--- config.mk ---
export PLATFORM = sky130hd
export DESIGN_NAME = pulse_wave_gen
export DESIGN_NICKNAME = d
export VERILOG_FILES = /design/src/rtl/pulse_wave_gen.sv
export SDC_FILE = /design/constraint.sdc
export NUM_CORES = 1
export LEC_CHECK = 0
export BUFFER_PORTS_ARGS = -buffer_cell sky130_fd_sc_hd__buf_4
export CORE_AREA = 2 2 242 244
export DETAILED_ROUTE_END_ITERATION = 10
export DIE_AREA = 0 0 244 246
export GPL_TIMING_DRIVEN = 0
export HOLD_SLACK_MARGIN = 0.05
export PLACE_DENSITY = 0.48
export SLEW_MARGIN = 25
export SYNTH_ARGS = -nofsm -noshare
export SYNTH_HDL_FRONTEND = slang
export SYNTH_SLANG_ARGS = --single-unit
--- constraint.sdc ---
create_clock -name clk -period 23.9 [get_ports clk]
set_clock_uncertainty 0.2 [all_clocks]
set_input_delay 4.78 -clock clk [delete_from_list [all_inputs] [get_ports clk]]
set_output_delay 4.78 -clock clk [all_outputs]
set_load 0.01 [all_outputs]
--- src/rtl/pulse_wave_gen.sv ---
// Trapezoidal pulse sequencer: emits one signed sample per clock following the
// delay/rise/high/fall/low convention, with divider-free linear ramps (DDA).
module pulse_wave_gen #(
  parameter int unsigned W  = 16,
  parameter int unsigned CW = 16
) (
  input  logic          clk,
  input  logic          rst,
  input  logic          start,
  input  logic          stop,
  input  logic          periodic,
  input  logic [W-1:0]  iv,
  input  logic [W-1:0]  pv,
  input  logic [CW-1:0] td,
  input  logic [CW-1:0] tr,
  input  logic [CW-1:0] th,
  input  logic [CW-1:0] tf,
  input  logic [CW-1:0] tl,
  output logic [W-1:0]  sample,
  output logic          busy,
  output logic [2:0]    phase,
  output logic          cycle_done,
  output logic          cfg_err
);

  localparam int unsigned SetupLen = 2 * (W + 1);
  localparam int unsigned SW       = $clog2(SetupLen);

  typedef enum logic [2:0] {
    StIdle  = 3'd0,
    StSetup = 3'd1,
    StDelay = 3'd2,
    StRise  = 3'd3,
    StHigh  = 3'd4,
    StFall  = 3'd5,
    StLow   = 3'd6
  } state_e;

  // Control state
  state_e        state_q, state_d;
  logic [CW-1:0] cnt_q, cnt_d;
  logic [SW-1:0] scnt_q, scnt_d;
  logic [W-1:0]  sample_q, sample_d;
  logic          cfg_err_q, cfg_err_d;
  logic          load;

  // Latched configuration
  logic [W-1:0]  iv_q, pv_q;
  logic [CW-1:0] td_q, tr_q, th_q, tf_q, tl_q;
  logic          periodic_q;
  logic          sgn_q;
  logic [W:0]    m_q;

  // Restoring divider
  logic [W:0]    quo_q;
  logic [CW-1:0] rem_q;
  logic [W:0]    q_r_q, q_f_q;
  logic [CW-1:0] r_r_q, r_f_q;
  logic [CW-1:0] div_den;
  logic [CW:0]   div_sh, div_sub;
  logic          div_ge;
  logic [W:0]    div_quo_nx, div_q_res;
  logic [CW-1:0] div_rem_nx, div_r_res;

  // Ramp DDA
  logic [W:0]    acc_q, acc_base, acc_sum, acc_nx;
  logic [CW:0]   err_q, err_base, err_sum, err_nx;
  logic [W:0]    dda_q;
  logic [CW-1:0] dda_r, dda_den;
  logic          ramp_rise, ramp_up;
  logic [W-1:0]  ramp_base, ramp;

  // Phase sequencing
  logic          nz_d, nz_r, nz_h, nz_f, nz_l;
  state_e        succ_fall, succ_high, succ_rise, period_start, succ_setup, succ_cur;
  logic [CW-1:0] cur_len;
  logic          last_cyc, period_end;

  logic [W:0]    delta, m_in;
  logic          cfg_ok;

  assign delta  = {pv[W-1], pv} - {iv[W-1], iv};
  assign m_in   = delta[W] ? -delta : delta;
  assign cfg_ok = |{tr, th, tf, tl};

  assign nz_d = (td_q != '0);
  assign nz_r = (tr_q != '0);
  assign nz_h = (th_q != '0);
  assign nz_f = (tf_q != '0);
  assign nz_l = (tl_q != '0);

  // StIdle as a successor marks the end of a period; empty phases are skipped
  always_comb begin
    succ_fall    = nz_l ? StLow  : StIdle;
    succ_high    = nz_f ? StFall : succ_fall;
    succ_rise    = nz_h ? StHigh : succ_high;
    period_start = nz_r ? StRise : succ_rise;
    succ_setup   = nz_d ? StDelay : period_start;
  end

  always_comb begin
    cur_len  = '0;
    succ_cur = StIdle;
    unique case (state_q)
      StDelay: begin cur_len = td_q; succ_cur = period_start; end
      StRise:  begin cur_len = tr_q; succ_cur = succ_rise;    end
      StHigh:  begin cur_len = th_q; succ_cur = succ_high;    end
      StFall:  begin cur_len = tf_q; succ_cur = succ_fall;    end
      StLow:   begin cur_len = tl_q; succ_cur = StIdle;       end
      default: ;
    endcase
  end

  assign last_cyc   = (cnt_q == cur_len);
  assign period_end = (state_q inside {StRise, StHigh, StFall, StLow}) && last_cyc &&
                      (succ_cur == StIdle);

  // Next-state logic
  always_comb begin
    state_d   = state_q;
    cnt_d     = cnt_q;
    scnt_d    = scnt_q;
    cfg_err_d = cfg_err_q;
    load      = 1'b0;
    unique case (state_q)
      StIdle: begin
        if (start && !stop) begin
          if (cfg_ok) begin
            state_d   = StSetup;
            scnt_d    = '0;
            cfg_err_d = 1'b0;
            load      = 1'b1;
          end else begin
            cfg_err_d = 1'b1;
          end
        end
      end
      StSetup: begin
        scnt_d = scnt_q + 1'b1;
        if (scnt_q == SW'(SetupLen - 1)) begin
          state_d = succ_setup;
          cnt_d   = CW'(1);
        end
      end
      default: begin
        if (last_cyc) begin
          cnt_d = CW'(1);
          if (succ_cur == StIdle) begin
            state_d = periodic_q ? period_start : StIdle;
          end else begin
            state_d = succ_cur;
          end
        end else begin
          cnt_d = cnt_q + 1'b1;
        end
      end
    endcase
    if (stop && state_q != StIdle) begin
      state_d = StIdle;
    end
  end

  // One quotient bit per cycle; first W+1 cycles divide by tr, the rest by tf
  always_comb begin
    div_den    = (scnt_q <= SW'(W)) ? tr_q : tf_q;
    div_sh     = {rem_q, quo_q[W]};
    div_sub    = div_sh - {1'b0, div_den};
    div_ge     = ~div_sub[CW];
    div_quo_nx = {quo_q[W-1:0], div_ge};
    div_rem_nx = div_ge ? div_sub[CW-1:0] : div_sh[CW-1:0];
    div_q_res  = (div_den == '0) ? '0 : div_quo_nx;
    div_r_res  = (div_den == '0) ? '0 : div_rem_nx;
  end

  // DDA step toward the sample about to be shown; the fall quotient is bypassed
  // from the divider so a fall directly after setup sees it in time.
  always_comb begin
    ramp_rise = (state_d == StRise);
    dda_q     = ramp_rise ? q_r_q : ((state_q == StSetup) ? div_q_res : q_f_q);
    dda_r     = ramp_rise ? r_r_q : ((state_q == StSetup) ? div_r_res : r_f_q);
    dda_den   = ramp_rise ? tr_q : tf_q;
    acc_base  = (cnt_d == CW'(1)) ? '0 : acc_q;
    err_base  = (cnt_d == CW'(1)) ? '0 : err_q;
    acc_sum   = acc_base + dda_q;
    err_sum   = err_base + {1'b0, dda_r};
    if (err_sum >= {1'b0, dda_den}) begin
      acc_nx = acc_sum + 1'b1;
      err_nx = err_sum - {1'b0, dda_den};
    end else begin
      acc_nx = acc_sum;
      err_nx = err_sum;
    end
    ramp_base = ramp_rise ? iv_q : pv_q;
    ramp_up   = ramp_rise ^ sgn_q;
    ramp      = ramp_up ? (ramp_base + acc_nx[W-1:0]) : (ramp_base - acc_nx[W-1:0]);
  end

  always_comb begin
    sample_d = sample_q;
    if (state_q == StIdle) begin
      if (state_d == StSetup) begin
        sample_d = iv;
      end
    end else begin
      unique case (state_d)
        StRise, StFall: sample_d = ramp;
        StHigh:         sample_d = pv_q;
        StSetup:        sample_d = sample_q;
        default:        sample_d = iv_q;
      endcase
    end
  end

  always_ff @(posedge clk) begin
    if (rst) begin
      state_q   <= StIdle;
      cnt_q     <= '0;
      scnt_q    <= '0;
      sample_q  <= '0;
      cfg_err_q <= 1'b0;
    end else begin
      state_q   <= state_d;
      cnt_q     <= cnt_d;
      scnt_q    <= scnt_d;
      sample_q  <= sample_d;
      cfg_err_q <= cfg_err_d;
    end
  end

  // Datapath registers carry no reset; they are reloaded on every accepted start
  always_ff @(posedge clk) begin
    if (load) begin
      iv_q       <= iv;
      pv_q       <= pv;
      td_q       <= td;
      tr_q       <= tr;
      th_q       <= th;
      tf_q       <= tf;
      tl_q       <= tl;
      periodic_q <= periodic;
      sgn_q      <= delta[W];
      m_q        <= m_in;
      quo_q      <= m_in;
      rem_q      <= '0;
    end else if (state_q == StSetup) begin
      if (scnt_q == SW'(W)) begin
        q_r_q <= div_q_res;
        r_r_q <= div_r_res;
        quo_q <= m_q;
        rem_q <= '0;
      end else begin
        quo_q <= div_quo_nx;
        rem_q <= div_rem_nx;
      end
      if (scnt_q == SW'(SetupLen - 1)) begin
        q_f_q <= div_q_res;
        r_f_q <= div_r_res;
      end
    end
    if (state_d == StRise || state_d == StFall) begin
      acc_q <= acc_nx;
      err_q <= err_nx;
    end
  end

  assign sample     = sample_q;
  assign busy       = (state_q != StIdle);
  assign phase      = state_q;
  assign cycle_done = period_end;
  assign cfg_err    = cfg_err_q;

endmodule

; Yosys cells after proc, flatten, opt, wreduce, memory -nomap -nowiden
; Cells that the tools add are included.
[classes]
bitwise = 3
addsub = 11
order_cmp = 2
eq_ne = 18
reduce_logical = 25
mux = 48
[ops]
columns = cell, count
row1 = $mux W16, 13
row2 = $mux W17, 11
row3 = $pmux W16 S5, 1
row4 = $reduce_bool A16 Y1, 5
row5 = $reduce_or A64 Y1, 1
row6 = $pmux W16 S3, 1
row7 = $mux W3, 12
row8 = $sub A17 B16 Y17, 2
row9 = $pmux W16 S2, 1
row10 = $add A17 B1 Y17 const B, 1
row11 = $add A17 B16 Y17, 1
row12 = $add A17 B17 Y17, 1
row13 = $ge A17 B16 Y1, 1
row14 = $neg A17 Y17, 1
row15 = $sub A16 B16 Y17, 1
row16 = $add A16 B1 Y16 const B, 1
row17 = $add A16 B16 Y16, 1
row18 = $eq A16 B1 Y1 const B, 1
row19 = $eq A16 B16 Y1, 1
row20 = $logic_not A16 Y1, 1
row21 = $sub A16 B16 Y16, 1
row22 = $eq A3 B3 Y1 const B, 5
row23 = $mux W6, 2
row24 = $pmux W3 S4, 1
row25 = 23 further kinds, 40
[word_totals]
ff_bits = 306
wordCells = 130
output_inout_bits = 22
input_bits = 117

; Logic depth before layout (Yosys ltp)
; Gate-level depths: netlist of run 1.
[depth]
ltp_word = 20
mapped_depth = 68
ltp_nobuf = 65

; Worst setup path after synthesis of run 1
; OpenSTA, ideal clock, no wires.
[synth_path]
kind = in2reg
from = input tl[4]
to = register sample_q[15] (netlist: sample[15])
required_ps = 23503
setup_ps = 197
stages = 54
setup_slack_ps = 9441
path_buffers = 3
t_arrival_ps = 14062
cell_sequence = nor4_1 > nand4_1 > nor4_1 > nor2_1 > nor2_1 > o311ai_2 > nand3_2 > clkbuf_1 > clkbuf_1 > nor2_1 > a21oi_1 > ha_1 > a21o_1 > a21oi_1 > o21bai_1 > a21oi_1 > o21bai_1 > a21oi_1 > [... 18 more ...] > ha_1 > o21ai_0 > inv_1 > ha_1 > a211oi_1 > o21a_1 > o21ai_0 > a21oi_1 > nor2b_1 > o21a_1 > o21a_1 > o21ai_0 > nand2b_1 > a31oi_1 > o21ai_0 > xor2_1 > xnor2_1 > a211oi_1
[synth_via]
elab_chain_cells = 14
elab_cells_between_ends = 28
cone_classes = add/sub (5) / order compare (1) / eq/ne (6) / mux (12) / bitwise (1) / reduce/logical (3)
[synth_rtl]
columns = item, line
row1 = "start, declared", 18  ; input logic [CW-1:0] tl,
row2 = $reduce_or A64 Y1 *, 84  ; assign cfg_ok = |{tr, th, tf, tl};
row3 = $mux W3 *, 128  ; if (cfg_ok) begin
row4 = $mux W3 *, 127  ; if (start && !stop) begin
row5 = $pmux W3 S2 *, 125  ; unique case (state_q)
row6 = $mux W3 *, 158  ; if (stop && state_q != StIdle) begin
row7 = $eq A3 B2 Y1, "178, 205"
row8 = $mux W17 / $mux W16 (equally long branches), "179, 180"
row9 = $add A17 B17 Y17 / $add A17 B16 Y17 (equally long branches), "184, 185"
row10 = $add A17 B1 Y17 / $ge A17 B16 Y1 (equally long branches), "187, 186"
row11 = $mux W17, 186  ; if (err_sum >= {1'b0, dda_den}) begin
row12 = $sub A16 B16 Y16 / $add A16 B16 Y16 (equally long branches), 195  ; ramp = ramp_up ? (ramp_base + acc_nx[W-1:0]) : (ramp_base - acc_nx[W-1:0]);
row13 = $mux W16, 195
row14 = $pmux W16 S3, 205  ; unique case (state_d)
row15 = $mux W16, 200  ; if (state_q == StIdle) begin
row16 = "end signal, assigned", 225  ; sample_q <= sample_d;
row17 = "end, declared", 43  ; logic [W-1:0] sample_q, sample_d;
; Every way passes the cells marked *; elsewhere a longest branch is shown, timed or not.
; A chain may end at the register's enable or synchronous reset.

; Final worst setup path of run 1
[layout_path]
from = input tf[6]
to = register sample_q[15] (netlist: sample[15])
[layout_via]
elab_chain_cells = 14
elab_cells_between_ends = 28
cone_classes = add/sub (5) / order compare (1) / eq/ne (6) / mux (12) / bitwise (1) / reduce/logical (3)
[layout_rtl]
columns = item, line
row1 = "start, declared", 17  ; input logic [CW-1:0] tf,
row2 = $reduce_or A64 Y1 *, 84
row3 = $mux W3 *, 128
row4 = $mux W3 *, 127
row5 = $pmux W3 S2 *, 125
row6 = $mux W3 *, 158
row7 = $eq A3 B2 Y1, "178, 205"
row8 = $mux W17 / $mux W16 (equally long branches), "179, 180"
row9 = $add A17 B17 Y17 / $add A17 B16 Y17 (equally long branches), "184, 185"
row10 = $add A17 B1 Y17 / $ge A17 B16 Y1 (equally long branches), "187, 186"
row11 = $mux W17, 186
row12 = $sub A16 B16 Y16 / $add A16 B16 Y16 (equally long branches), 195
row13 = $mux W16, 195
row14 = $pmux W16 S3, 205
row15 = $mux W16, 200
; Marked as above.

==> results.json, run 1 <==
{
  "status": "completed",
  "slew_headroom": 0.266,
  "area_growth_pct": 16.7,
  "cp_max_fo": 10,
  "holdPathStages": 2,
  "wirelength_um": 66600,
  "die_y_um": 246,
  "r2r_cells": 66,
  "arrival_ns": 19.27,
  "grt_pass1_vias": 16400,
  "start_util": 0.348,
  "cpPeakStageDelay_ns": 0.81,
  "finalPower_mw": 1.36,
  "synth_xor_xnor_area_share": 0.0597,
  "r2r-start": "scnt_q[0]",
  "critPathKind": "input port to flop",
  "synthAdderAreaFrac": 0.0694,
  "setup_tns_ns": 0,
  "synth-seq-cells": 303,
  "muxShareOfSynthArea": 0.0620,
  "worst_pin_slew_ns": 1.10,
  "cp-start-kind": "input port",
  "hp-class": "flop to flop",
  "viasPerCell": 5.54,
  "nNetsFinal": 2435,
  "die-area_mm2": 0.0600,
  "dp_hpwl_um": 51300,
  "yosys_warnings": 0,
  "async_flop_share": 0,
  "holdPathEnd": "rem_q[1]",
  "r2r_end": "sample[15]",
  "cts_max_level": 2,
  "required_ns": 24.16,
  "core_area_mm2": 0.0574,
  "drv_slew": 0,
  "syn_nets": 2252,
  "fmax_ghz": 0.0526,
  "ios": 139,
  "drive_above_1_share": 0.122,
  "clkSinkCount": 303,
  "path_clk_slew_ns": 0.06,
  "grt_max_degree": 52,
  "synth_compound_gate_area_share": 0.170,
  "rows": 88,
  "cp_slowest_cell": "clkbuf_1",
  "reg2reg_slack_ns": 7.55,
  "synth_edf_count": 245,
  "synth_cells": 2028,
  "drv_cap": 0,
  "setup_viol": 0,
  "wl_per_cell_um": 22.2,
  "antennaDiodeCount": 0,
  "vias": 16600,
  "rsz0062_at_grt": "no",
  "p_leak_nw": 8.95,
  "ys_types": 96,
  "postCtsHoldBufs": 0,
  "drtIter0Drc": 1241,
  "portBuffers": 137,
  "cts_root_buffer": "clkbuf_16",
  "ys.flop_type": "edfxtp_1",
  "fin_crit_sh": 0.795,
  "gp_congestion": 0.880,
  "grt_use_total": 0.218,
  "ant_nets": 0,
  "ir_drop_mv": 0.0407,
  "synth_top_family_by_area": "simple AND/OR/NAND/NOR gates",
  "numCtsBuffers": 38,
  "synth_area_mm2": 0.0200,
  "grt_pass1_wl_um": 100000,
  "hold_viol_final": 0,
  "hold_start": "rem_q[1]",
  "ys_seq_area_frac": 0.427,
  "cts_tree": "done",
  "firstDrtPassIters": 6,
  "yosys.area_share.simple": 0.178,
  "power.density_cell_area_mw_per_mm2": 58.4,
  "antenna_found_initial": 0,
  "period_needed_ns": 19.01,
  "end_kind": "flop",
  "cts_resized": 0,
  "die_w_um": 244,
  "post-cts-setup-buffers": 0,
  "clockBufferDepth": 3,
  "drcViolationCount": 0,
  "insertion_delay_ns": 0.57,
  "grt_overflow": 0,
  "synth_area_per_cell_um2": 9.84
}
-- how the worst max path moves through the flow --
| stage | start | to | slack [ns] | cells past startpoint |
|---|---|---|---|---|
| 6_report | tf[6] | sample[15] | 4.89 | 53 |
| 5_1_grt | th[10] | sample[15] | 4.19 | 53 |
| 3_3_place_gp | tf[6] | sample[15] | 4.40 | 53 |
| 4_1_cts | tf[6] | sample[15] | 5.00 | 53 |
| 3_5_place_dp | tf[6] | sample[15] | 4.48 | 53 |
| 2_1_floorplan | tl[4] | sample[15] | 9.44 | 54 |
-- metal layers --
metal	GRT usage	wire, µm
met1	0.308	31400
met2	0.359	31000
met3	0.0260	3190
met4	0.0436	1040
met5	0	0
-- cells in the mapped netlist, types with 20 or more instances --
library cell,count,area (µm²)
edfxtp_1,245,7360
nor2_1,177,664
nand2_1,148,556
a21oi_1,133,666
o21ai_0,111,556
ha_1,101,1260
mux2i_1,91,911
inv_1,81,304
xnor2_1,81,709
clkbuf_1,60,225
dfxtp_1,58,1160
xor2_1,55,482
nor3_1,48,240
and2_1,46,288
nor4_1,44,275
a21o_1,35,263
nor2b_1,31,194
mux2_2,28,315
nand3_1,27,135
nand4_1,26,163
nand2b_1,24,150
o21a_1,23,173
a211oi_1,20,150
-- state kept, by name, summed over array words and instances, names as in the netlist --
name        cells
periodic_q      1
m_q            17
th_q           16
q_r_q          16
quo_q          17
td_q           16
rem_q          16
cfg_err         1
tf_q           16
q_f_q          16
sample         16
scnt_q          6
iv_q           16
err_q          17
tl_q           16
acc_q          16
cnt_q          16
phase           3
r_f_q          16
sgn_q           1
tr_q           16
r_r_q          16
pv_q           16
-- logic make-up (layout without fill, tap and decap cells) --
family	after synthesis	in the layout
AND/OR/NAND/NOR	684	684
adder cells (fa/ha/maj)	107	107
buffers and inverters	168	380
AO/OA/AOI/OAI	510	510
XOR/XNOR	136	136
flip-flops	303	303
multiplexers	120	120
-- layout by cell type (no fill, tap or decap), drive strengths merged, types with 18 or more instances in the layout --
cell type / instances
mux2: 29
a211oi: 21
a21o: 35
mux2i: 91
a31oi: 18
nand4: 26
edfxtp: 245
nor2: 177
nor2b: 31
inv: 82
a21oi: 135
dfxtp: 58
xor2: 55
nor3: 49
and2: 47
o21ai: 113
ha: 101
nand3: 28
clkbuf: 115
nand2: 149
nand2b: 24
o21a: 23
nor4: 45
a221oi: 19
buf: 169
or3: 18
xnor2: 81
-- power breakdown --
part / total, mW / leakage (nW) / internal (mW) / switching, mW
combinational: 0.192 / 5.64 / 0.0771 / 0.115
clock: 0.561 / 0.567 / 0.324 / 0.237
sequential: 0.608 / 2.74 / 0.594 / 0.0136
-- cell type report --
type / instances / area (µm²)
Clock inverter: 14 / 135
Sequential cell: 303 / 8520
Multi-Input combinational cell: 1557 / 10800
Inverter: 82 / 308
Fill cell: 5602 / 34100
Clock buffer: 55 / 1040
Buffer: 86 / 367
Timing Repair Buffer: 143 / 1160
Tap cell: 765 / 957
-- per-stage QoR --
step | hold WS [ns] | area [µm²] | util | cells | worst slack (ns)
global placement | 0.271 | 21900 | 0.382 | 2930 | 4.40
floorplan | 0.249 | 20000 | - | 2028 | 9.44
finish | 0.288 | 23300 | 0.406 | 3005 | 4.89
CTS | 0.293 | 23300 | 0.406 | 3005 | 5.00
detailed placement | 0.285 | 22100 | 0.385 | 2936 | 4.48
global route | 0.321 | 23300 | 0.406 | 3005 | 4.19
-- worst max-delay path: cells and delay by family --
family,cells,cell delay [ns]
AO/OA/AOI/OAI,25,5.91
buffers and inverters,5,2.23
adder cells (fa/ha/maj),4,1.35
AND/OR/NAND/NOR,16,4.37
XOR/XNOR,3,0.57
Power figures use the tool's default switching activity.
==> run 2: changes to the inputs <==
- clock period: 23.9 -> 18.3 ns (I/O delays scaled with it)
==> results.json, run 2 (synthesized netlist as in run 1, its figures left out) <==
{
  "critPathKind": "input port to flop",
  "drtIter0Drc": 1253,
  "placed_cell_area_mm2": 0.0221,
  "path_clk_slew_ns": 0.06,
  "gp_congestion": 0.880,
  "insertion_delay_ns": 0.57,
  "antenna_found_initial": 0,
  "crit_top_cell": "o21ai_0",
  "clkSinkCount": 303,
  "cts_tree": "done",
  "ir_drop_mv": 0.0528,
  "grt_max_degree": 52,
  "fin_area_mm2": 0.0233,
  "hold_viol_final": 0,
  "dp_hpwl_um": 51300,
  "grt_use_total": 0.218,
  "ant_nets": 0,
  "slew_headroom": 0.261,
  "grt_pass1_vias": 16400,
  "drv_cap": 0,
  "firstDrtPassIters": 5,
  "area_growth_pct": 16.7,
  "core_area_mm2": 0.0574,
  "die-area_mm2": 0.0600,
  "finalPower_mw": 1.78,
  "setup_viol": 0,
  "worst_pin_slew_ns": 1.11,
  "rows": 88,
  "most-common-layout-cells": "245 x edfxtp_1, 175 x nor2_1, 148 x nand2_1, 141 x buf_4, 133 x a21oi_1",
  "period_needed_ns": 17.33,
  "post-cts-setup-buffers": 0,
  "final_cells": 3004,
  "required_ns": 18.57,
  "cts_root_buffer": "clkbuf_16",
  "vias": 16700,
  "antennaDiodeCount": 0,
  "clockBufferDepth": 3,
  "die_y_um": 246,
  "cp-start-kind": "input port",
  "numCtsBuffers": 38,
  "arrival_ns": 17.59,
  "wirelength_um": 66600,
  "p_leak_nw": 8.95,
  "final_common_cell": "edfxtp_1",
  "viasPerCell": 5.56,
  "drcViolationCount": 0,
  "reg2reg_slack_ns": 2.00,
  "power.density_cell_area_mw_per_mm2": 76.3,
  "placedCellCount": 2936,
  "fin_crit_sh": 0.947,
  "postCtsHoldBufs": 0,
  "drv_slew": 0,
  "status": "completed",
  "grt_overflow": 0,
  "portBuffers": 137,
  "hp-class": "flop to flop",
  "top_regs": "err_q x17, m_q x17, quo_q x17",
  "cp_max_fo": 18,
  "fmax_ghz": 0.0577,
  "cts_resized": 0,
  "drive_above_1_share": 0.122,
  "ios": 139,
  "grt_pass1_wl_um": 100000,
  "cpPeakStageDelay_ns": 0.77,
  "die_w_um": 244,
  "end_kind": "flop",
  "nNetsFinal": 2434,
  "wl_per_cell_um": 22.2,
  "cp_slowest_cell": "nor4_1",
  "rsz0062_at_grt": "no",
  "start_util": 0.348,
  "cts_max_level": 2
}
run 2: layout make-up:
type                    count  area (µm²)
plain buffers              85         363
repair buffers            143        1160
fillers                  5602       34100
flip-flops and latches    303        8520
well taps                 765         957
inverters                  82         308
clock buffers              55        1040
clock inverters            14         135
multi-input cells        1557       10800
run 2: metal layers:
layer / GRT usage / up-vias / part of all wire
li1: - / 8013 / -
met4: 0.0436 / 0 / 0.016
met5: 0 / - / 0
met1: 0.308 / 8184 / 0.47
met2: 0.359 / 440 / 0.47
met3: 0.0260 / 76 / 0.048
run 2: where the power goes:
| group | internal, mW | switching [mW] | total [mW] |
|---|---|---|---|
| clock | 0.423 | 0.308 | 0.732 |
| sequential | 0.776 | 0.0179 | 0.794 |
| combinational | 0.101 | 0.150 | 0.251 |
| total | 1.30 | 0.476 | 1.78 |
run 2: path summary, 6_finish.rpt:
path | start | end | cells after the start
worst max register to register | scnt_q[0] | sample[15] | 66
worst max-delay path | tf[6] | sample[15] | 52
worst min-delay path | rem_q[1] | rem_q[1] | 2
worst min register to register | rem_q[1] | rem_q[1] | 2
run 2: metrics by stage:
step	setup slack (ns)	utilization	hold slack [ns]	setup TNS, ns
after floorplan	4.96	-	0.249	0
after global placement	-0.0783	0.382	0.271	-0.0783
after detailed placement	-0.00270	0.385	0.285	-0.00270
after CTS	0.520	0.406	0.293	0
after global routing	0.179	0.406	0.321	0
final	0.971	0.406	0.288	0
run 2: worst max-delay path: cells and delay by family:
family,cells,cell delay (ns)
compound gates,26,5.99
simple gates,15,4.52
buf+inv,4,1.50
fa+ha+maj,4,1.28
xor+xnor,3,0.57
